[config.mk]
export PLATFORM = sky130hd
export DESIGN_NAME = flash_rom_loader
export DESIGN_NICKNAME = d
export VERILOG_FILES = /design/src/rtl/flash_rom_loader.sv
export SDC_FILE = /design/constraint.sdc
export NUM_CORES = 1
export LEC_CHECK = 0
export CORE_AREA = 5 5 70 120
export CTS_BUF_LIST = sky130_fd_sc_hd__clkbuf_8
export DETAILED_ROUTE_END_ITERATION = 12
export DIE_AREA = 0 0 75 125
export GPL_TIMING_DRIVEN = 0
export MAX_ROUTING_LAYER = met4
export PLACE_DENSITY = 0.78
export SYNTH_ARGS = -nofsm -noshare
export SYNTH_HDL_FRONTEND = slang
export SYNTH_SLANG_ARGS = --single-unit
[constraint.sdc]
create_clock -name clk -period 6.7 [get_ports clk]
set_clock_uncertainty 0.1 [all_clocks]
set_input_delay 1.005 -clock clk [delete_from_list [all_inputs] [get_ports clk]]
set_output_delay 1.005 -clock clk [all_outputs]
set_load 0.02 [all_outputs]
[src/rtl/flash_rom_loader.sv]
// flash_rom_loader: streams LOAD_SIZE bytes from SPI flash (READ 0x03) into SRAM at boot.
// Define LOADER_CHECKSUM_EN to add a 16-bit running byte-sum output (checksum).
module flash_rom_loader #(
    parameter logic [23:0] FLASH_START = 24'h000000,
    parameter logic [20:0] SRAM_BASE   = 21'h100000,
    parameter logic [20:0] LOAD_SIZE   = 21'd65536,
    parameter int unsigned SPI_DIV     = 4,
    parameter int unsigned WR_CYCLES   = 2
) (
    input  logic        clk,
    input  logic        reset_n,
    input  logic        flash_miso,
    output logic        flash_ncs,
    output logic        flash_sck,
    output logic        flash_mosi,
    output logic        loader_act,
    output logic [20:0] loader_a,
    output logic [7:0]  loader_d,
    output logic        loader_wr,
    output logic        done
`ifdef LOADER_CHECKSUM_EN
    ,
    output logic [15:0] checksum
`endif
);
    typedef enum logic [3:0] {
        ST_RESET, ST_CS_SETUP, ST_CMD, ST_DATA, ST_WR_SETUP,
        ST_WR_PULSE, ST_WR_HOLD, ST_FINISH, ST_DONE
    } state_t;

    localparam logic [31:0] CMD_WORD  = {8'h03, FLASH_START};
    localparam logic [15:0] SPI_LAST  = 16'(SPI_DIV - 1);
    localparam logic [15:0] WR_LAST   = 16'(WR_CYCLES - 1);
    localparam logic [20:0] BYTE_LAST = LOAD_SIZE - 21'd1;

    state_t      state, state_nx;
    logic [15:0] cnt;
    logic        hi;
    logic [4:0]  bit_cnt;
    logic [7:0]  shift;
    logic [20:0] byte_cnt;
    logic        tick, bit_end;

    assign tick    = cnt == (state == ST_WR_PULSE ? WR_LAST : SPI_LAST);
    // a bit ends when its high phase ends; SCK then returns low
    assign bit_end = tick && hi;

    always_ff @(posedge clk or negedge reset_n)
        if (!reset_n)
            state <= ST_RESET;
        else
            state <= state_nx;

    always_comb begin
        state_nx = state;
        case (state)
            ST_RESET:    state_nx = ST_CS_SETUP;
            ST_CS_SETUP: state_nx = tick ? ST_CMD : state;
            ST_CMD:      state_nx = (bit_end && bit_cnt == 5'd31) ? ST_DATA : state;
            ST_DATA:     state_nx = (bit_end && bit_cnt == 5'd7) ? ST_WR_SETUP : state;
            ST_WR_SETUP: state_nx = ST_WR_PULSE;
            ST_WR_PULSE: state_nx = tick ? ST_WR_HOLD : state;
            ST_WR_HOLD:  state_nx = byte_cnt == BYTE_LAST ? ST_FINISH : ST_DATA;
            ST_FINISH:   state_nx = ST_DONE;
            default:     state_nx = ST_DONE;
        endcase
    end

    always_comb begin
        flash_ncs  = state == ST_RESET || state == ST_FINISH || state == ST_DONE;
        flash_sck  = hi;
        flash_mosi = (state == ST_CS_SETUP || state == ST_CMD) && CMD_WORD[~bit_cnt];
        loader_wr  = state == ST_WR_PULSE;
        loader_act = state != ST_DONE;
        done       = state == ST_DONE;
    end

    always_ff @(posedge clk or negedge reset_n) begin
        if (!reset_n) begin
            cnt      <= '0;
            hi       <= 1'b0;
            bit_cnt  <= '0;
            shift    <= '0;
            byte_cnt <= '0;
            loader_a <= SRAM_BASE;
            loader_d <= '0;
        end else begin
            cnt <= (tick || state_nx != state) ? '0 : cnt + 16'd1;
            if ((state == ST_CMD || state == ST_DATA) && tick) begin
                hi <= ~hi;
                if (hi)
                    bit_cnt <= (state == ST_DATA && bit_cnt == 5'd7) ? 5'd0 : bit_cnt + 5'd1;
                if (state == ST_DATA && !hi)
                    shift <= {shift[6:0], flash_miso};
            end
            // byte is complete at the end of bit 7, so data is valid for all of WR_SETUP
            if (state == ST_DATA && state_nx == ST_WR_SETUP)
                loader_d <= shift;
            if (state == ST_WR_HOLD) begin
                byte_cnt <= byte_cnt + 21'd1;
                loader_a <= loader_a + 21'd1;
            end
        end
    end

`ifdef LOADER_CHECKSUM_EN
    always_ff @(posedge clk or negedge reset_n)
        if (!reset_n)
            checksum <= '0;
        else if (state == ST_WR_SETUP)
            checksum <= checksum + {8'h00, loader_d};
`endif
endmodule

==> impl_metrics.csv, run 1 <==
group,metric,value,unit
synth,synth_top_family_by_area,"simple AND/OR/NAND/NOR gates",
power,leakage,2.18,nW
drt,wl_per_cell,15.3,um
synth,synth_flop_cell,"dfrtp_1",
sta,maxSlewHeadroom,0.541,
job,maxCapViolations,0,
floorplanning,fp.dieH,125,um
synth,synthTopCellsByCount,"dfrtp_1 (83), nor2_1 (36), xnor2_1 (34)",
clock_network,cts_tree,"built",
synth,synth_edf_count,0,
synth,netlist_area,0.00387,mm^2
outcome,status,"finished, final reports clean",
critical_path,crit_buf_inv,2,
floorplanning,start_util,0.523,
sta,fin_crit_sh,0.478,
critical_path,cp_max_fo,10,
floorplanning,ios,38,
synth,syn_nets,352,
critical_path,cp-start-kind,"flop",
finish,fin_cells,486,
global_route,grt_max_degree,57,
finish,drive_above_1_share,0.126,
clock_network,cts_sinks,84,
synth,synthCells,344,
global_route,antenna_found_initial,0,
sta,fin_tns_setup,0,ns
synth,synthAdderAreaFrac,0.0161,
drt,totalWireLength,7430,um
finish,antennaDiodeCount,0,
sta,timing.fmax,312,MHz
floorplanning,die_x,75,um
power,power,0.882,mW
synth,synth_compound_area_frac,0.0200,
synth,synthArstFlopShare,1.00,
critical_path,max_stage_delay,0.62,ns
synth,synth_top_area_frac,0.536,
floorplanning,rows,42,
power,p_per_area,193,mW/mm^2
clock_network,cts_setup_buffers,0,
clock_network,cts_buffers,9,
clock_network,root_buffer,"clkbuf_8",
clock_network,clk_pin_slew,0.08,ns
sta,slew_viol_final,0,
finish,area_growth,18.2,%
drt,route.detailed.drc,0,
placed_design,gp_congestion,0.878,
critical_path,cp_top_family,"buffers and inverters",
clock_network,htree_levels,3,
synth,yosys_warnings,0,
critical_path,crit_required,5.59,ns
synth,ys_seq_area_frac,0.543,
drt,first_pass_iters,5,
critical_path,crit_path_end_kind,"output pin",
global_route,grt_pass1_wl,13000,um
global_route,globalRouteTotalUtil,0.182,
critical_path,cp_cell_sequence,"buf_1 > nor3_1 > o21bai_1 > clkdlybuf4s50_1",
finish,fin_nets,401,
synth,yosysTopAreaCell,"dfrtp_1",
critical_path,critPathKind,"reg2out",
synth,synth.area.top_cells,"dfrtp_1 (54%), xnor2_1 (7.7%), xor2_1 (5.7%)",
drt,vias,2675,
critical_path,slowest_stage,"clkdlybuf4s50_1",
clock_network,clock_latency,0.35,ns
clock_network,ctsResizeCount,0,
synth,synth_most_common_cell,"dfrtp_1",
synth,synth.distinct_cells,41,
placed_design,place_inst,470,
power,ir_drop,155,uV
sta,setup_viol,0,
synth,synthMuxAreaShare,0.0552,
sta,rsz0062_at_grt,"false",
clock_network,cts_hold_buf,0,
drt,vias_per_cell,5.50,
drt,drt_iter0_markers,99,
synth,synth_simple_gate_area_frac,0.212,
synth,syn_avg_cell_area,11.3,um^2
finish,finish.utilization,0.618,
drt,ant_nets,0,
min_path,holdCritPathClass,"reg2reg",
global_route,overflow,0,
sta,hold_viol_final,0,
floorplanning,core,0.00741,mm^2
synth,ys_seq_elements,84,
sta,min_period,3.20,ns
synth,synth_xor_area_frac,0.133,
placed_design,dp_hpwl,5360,um
floorplanning,dieArea,0.00938,mm^2
global_route,grt_pass1_vias,2918,
placed_design,portBuffers,37,
clock_network,clockBufferDepth,2,
sta,tightest_slew,0.685,ns
critical_path,crit_arrival,2.10,ns
## metal layers
layer	vias up	wire [um]	global-route usage
li1	1292	-	-
met1	1321	2990	0.209
met2	49	4060	0.297
met3	13	210	0.0410
met4	0	160	0.0828
met5	-	0	-
## state kept, by name, summed over array words and instances (netlist names)
register,count
loader_d,8
bit_cnt,5
state,4
cnt,16
loader_a,21
shift,8
byte_cnt,21
flash_sck,1
## where the power goes
| group | internal [mW] | switching, mW | total [mW] |
|---|---|---|---|
| registers | 0.506 | 0 | 0.506 |
| clock network | 0.190 | 0.173 | 0.363 |
| logic | 0.00256 | 0.00959 | 0.0122 |
| total | 0.699 | 0.183 | 0.882 |
## cell type report
class	instances	area, um^2
Fill cell	598	2830
Timing Repair Buffer	38	395
Buffer	13	72.6
Multi-Input combinational cell	245	1690
Inverter	2	7.51
Tap cell	88	110
Clock buffer	11	151
Sequential cell	84	2100
Clock inverter	5	50.0
## final timing paths
path	startpoint	endpoint	slack (ns)	depth (start not counted)
worst max-delay path	state[0]	flash_ncs	3.50	4
worst min-delay path	byte_cnt[9]	byte_cnt[9]	0.36	1
worst max register to register	cnt[6]	loader_d[0]	4.23	7
worst min register to register	byte_cnt[9]	byte_cnt[9]	0.36	1
max in group asynchronous	reset_n	loader_a[20]	5.41	2
min in group asynchronous	reset_n	loader_a[13]	0.47	1
## kinds of logic (layout without fill, tap and decap cells)
| kind of cell | Yosys count | count (layout) |
|---|---|---|
| AND/OR/NAND/NOR | 150 | 150 |
| flip-flops | 84 | 84 |
| XOR/XNOR | 59 | 59 |
| multiplexers | 19 | 19 |
| buffers and inverters | 15 | 69 |
| AO/OA/AOI/OAI | 12 | 12 |
| adder cells (fa/ha/maj) | 5 | 5 |
## metrics by stage
step           worst slack (ns)  cell area [um^2]  hold slack [ns]
2_1_floorplan              4.40              3870            0.334
3_3_place_gp               1.69              4350            0.354
3_5_place_dp               3.90              4380            0.359
4_1_cts                    3.49              4580            0.373
5_1_grt                    3.37              4580            0.383
6_report                   3.50              4580            0.364
## cell usage in the layout (no fill, tap or decap), types with 3 or more instances in the layout
cell / instances
clkinv_2: 4
dfrtp_1: 83
mux2_2: 19
xnor2_1: 34
ha_1: 5
nand3_1: 17
xor2_1: 25
clkbuf_8: 11
and3_1: 15
nand2_1: 27
o21ai_0: 3
or4_1: 3
nor4_1: 4
clkbuf_1: 5
buf_2: 3
nor3_1: 5
nand2b_1: 4
clkdlybuf4s50_1: 36
nand4_1: 18
nor2_1: 36
and4_1: 7
Power figures use the tool's default switching activity.
==> inputs of run 2 (changes only) <==
==> config.mk (replaced) <==
export PLATFORM = sky130hd
export DESIGN_NAME = flash_rom_loader
export DESIGN_NICKNAME = d
export VERILOG_FILES = /design/src/rtl/flash_rom_loader.sv
export SDC_FILE = /design/constraint.sdc
export NUM_CORES = 1
export LEC_CHECK = 0
export CORE_AREA = 5 5 71 122
export CTS_BUF_LIST = sky130_fd_sc_hd__clkbuf_8
export DETAILED_ROUTE_END_ITERATION = 12
export DIE_AREA = 0 0 76 127
export GPL_TIMING_DRIVEN = 0
export MAX_ROUTING_LAYER = met4
export PLACE_DENSITY = 0.79
export SYNTH_ARGS = -nofsm -noshare
export SYNTH_HDL_FRONTEND = slang
export SYNTH_SLANG_ARGS = --single-unit
==> constraint.sdc (replaced) <==
create_clock -name clk -period 2.7 [get_ports clk]
set_clock_uncertainty 0.1 [all_clocks]
set_input_delay 0.405 -clock clk [delete_from_list [all_inputs] [get_ports clk]]
set_output_delay 0.405 -clock clk [all_outputs]
set_load 0.02 [all_outputs]
==> impl_metrics.csv, run 2 (synthesized netlist as in run 1, its figures left out) <==
group,metric,value,unit
placed_design,place_inst,470,
drt,first_pass_iters,4,
sta,rsz0062_at_grt,"false",
sta,setup_viol,0,
sta,fin_tns_setup,0,ns
floorplanning,fp.dieH,127,um
critical_path,crit_required,2.19,ns
floorplanning,die_x,76,um
floorplanning,core,0.00751,mm^2
drt,route.detailed.drc,0,
critical_path,crit_path_end_kind,"output pin",
critical_path,cp_max_fo,10,
finish,fin_nets,402,
sta,tightest_slew,0.693,ns
clock_network,cts_sinks,84,
power,clock_power_share,0.408,
power,combinationalPowerShare,0.015,
sta,slew_viol_final,0,
finish,biggestRegsByFlops,"byte_cnt (21), loader_a (21), cnt (16)",
drt,drt_iter0_markers,168,
global_route,antenna_found_initial,0,
critical_path,cp-start-kind,"flop",
sta,maxSlewHeadroom,0.536,
clock_network,cts_buffers,9,
drt,wl_per_cell,15.5,um
power,p_per_area,474,mW/mm^2
floorplanning,start_util,0.515,
finish,nFillCells,614,
placed_design,pre_cts_ws,0.218,ns
min_path,holdCritPathClass,"in2async",
clock_network,htree_levels,3,
finish,antennaDiodeCount,0,
critical_path,critPathKind,"reg2out",
global_route,grt_pass1_wl,13300,um
floorplanning,rows,42,
placed_design,gp_congestion,0.814,
power,swShare,0.205,
placed_design,portBuffers,37,
sta,fin_crit_sh,0.942,
power,sequentialPowerShare,0.578,
finish,area_growth,18.4,%
clock_network,root_buffer,"clkbuf_8",
finish,fin_cells,487,
floorplanning,dieArea,0.00965,mm^2
sta,hold_viol_final,0,
clock_network,clock_latency,0.36,ns
power,power,2.18,mW
global_route,overflow,0,
placed_design,dp_hpwl,5380,um
critical_path,crit_arrival,2.04,ns
drt,vias_per_cell,5.56,
drt,totalWireLength,7550,um
finish,drive_above_1_share,0.118,
global_route,globalRouteTotalUtil,0.173,
power,intPower,1.73,mW
clock_network,clockBufferDepth,2,
finish,multi_input_area,0.00169,mm^2
global_route,grt_max_degree,76,
power,ir_drop,398,uV
finish,seq_area,0.00210,mm^2
floorplanning,ios,38,
global_route,grt_pass1_vias,2858,
finish,layout_common_cells,"dfrtp_1 (83), nor2_1 (36), clkdlybuf4s50_1 (36), xnor2_1 (34), nand2_1 (27)",
drt,ant_nets,0,
drt,vias,2706,
finish,final_common_cell,"dfrtp_1",
sta,min_period,2.54,ns
job,maxCapViolations,0,
power,leakage,2.19,nW
power,power.switching,0.446,mW
sta,layout_setup_ws,0.156,ns
clock_network,clk_pin_slew,0.09,ns
outcome,status,"finished, final reports clean",
clock_network,cts_tree,"built",
sta,timing.fmax,393,MHz
[run 2: changes by cell type in the layout (fill, tap and decap cells not counted)]
cell and delta:
clkinv_2 -4, inv_1 +4, buf_1 -1, clkbuf_2 +1, dlygate4sd3_1 +1
[run 2: path summary, 6_finish.rpt]
kind	start	to	cells past startpoint	slack [ns]
max	state[3]	flash_mosi	5	0.16
min	reset_n	loader_d[6]	2	0.33
max reg2reg	cnt[6]	loader_d[4]	7	0.26
min reg2reg	byte_cnt[9]	byte_cnt[9]	1	0.37
max in group asynchronous	reset_n	byte_cnt[8]	3	1.57
min in group clk	byte_cnt[9]	byte_cnt[9]	1	0.37
[run 2: critical path: stages, from the launching register on]
cell and delay, ns:
dfrtp_1 0.42, clkbuf_1 0.22, nor2_1 0.21, nand4_1 0.12, nor2_1 0.09, clkdlybuf4s50_1 0.61
[run 2: per-stage QoR]
step / hold WS (ns) / cell area [um^2] / utilization
floorplan: 0.00941 / 3870 / -
global placement: 0.348 / 4350 / 0.579
detailed placement: 0.155 / 4380 / 0.583
CTS: 0.326 / 4590 / 0.610
global route: 0.348 / 4590 / 0.610
finish: 0.333 / 4590 / 0.610
[run 2: power groups by stage]
stage	Combinational (mW)	Sequential, mW	Clock, mW
finish	0.0319	1.26	0.887
global placement	0.0270	1.28	0
detailed placement	0.0323	1.28	0
CTS	0.0335	1.26	0.908
floorplan	0.0000130	1.28	0
global route	0.0374	1.26	0.963
[run 2: timing repair]
item | CTS | global route
hold buffers | 1 | 0
hold endpoints to repair | 9 | 0
resized for setup | 0 | 1
buffers inserted | 0 | 0
setup endpoints to repair | 0 | 2
[run 2: cell type report]
cell class,instances,share of cell area
Clock buffer,11,0.0330
Timing Repair Buffer,39,0.0884
Tap cell,88,0.0240
Clock inverter,5,0.00982
Inverter,2,0.00164
Buffer,13,0.0161
Multi-Input combinational cell,245,0.369
Sequential cell,84,0.459
[run 2: metal layers]
layer  GRT usage  vias to the layer above  wire length (um)
met3      0.0401                       15               229
met5           -                        -                 0
met1       0.190                     1351              3060
li1            -                     1292                 -
met2       0.296                       48              4070
met4      0.0765                        0               190
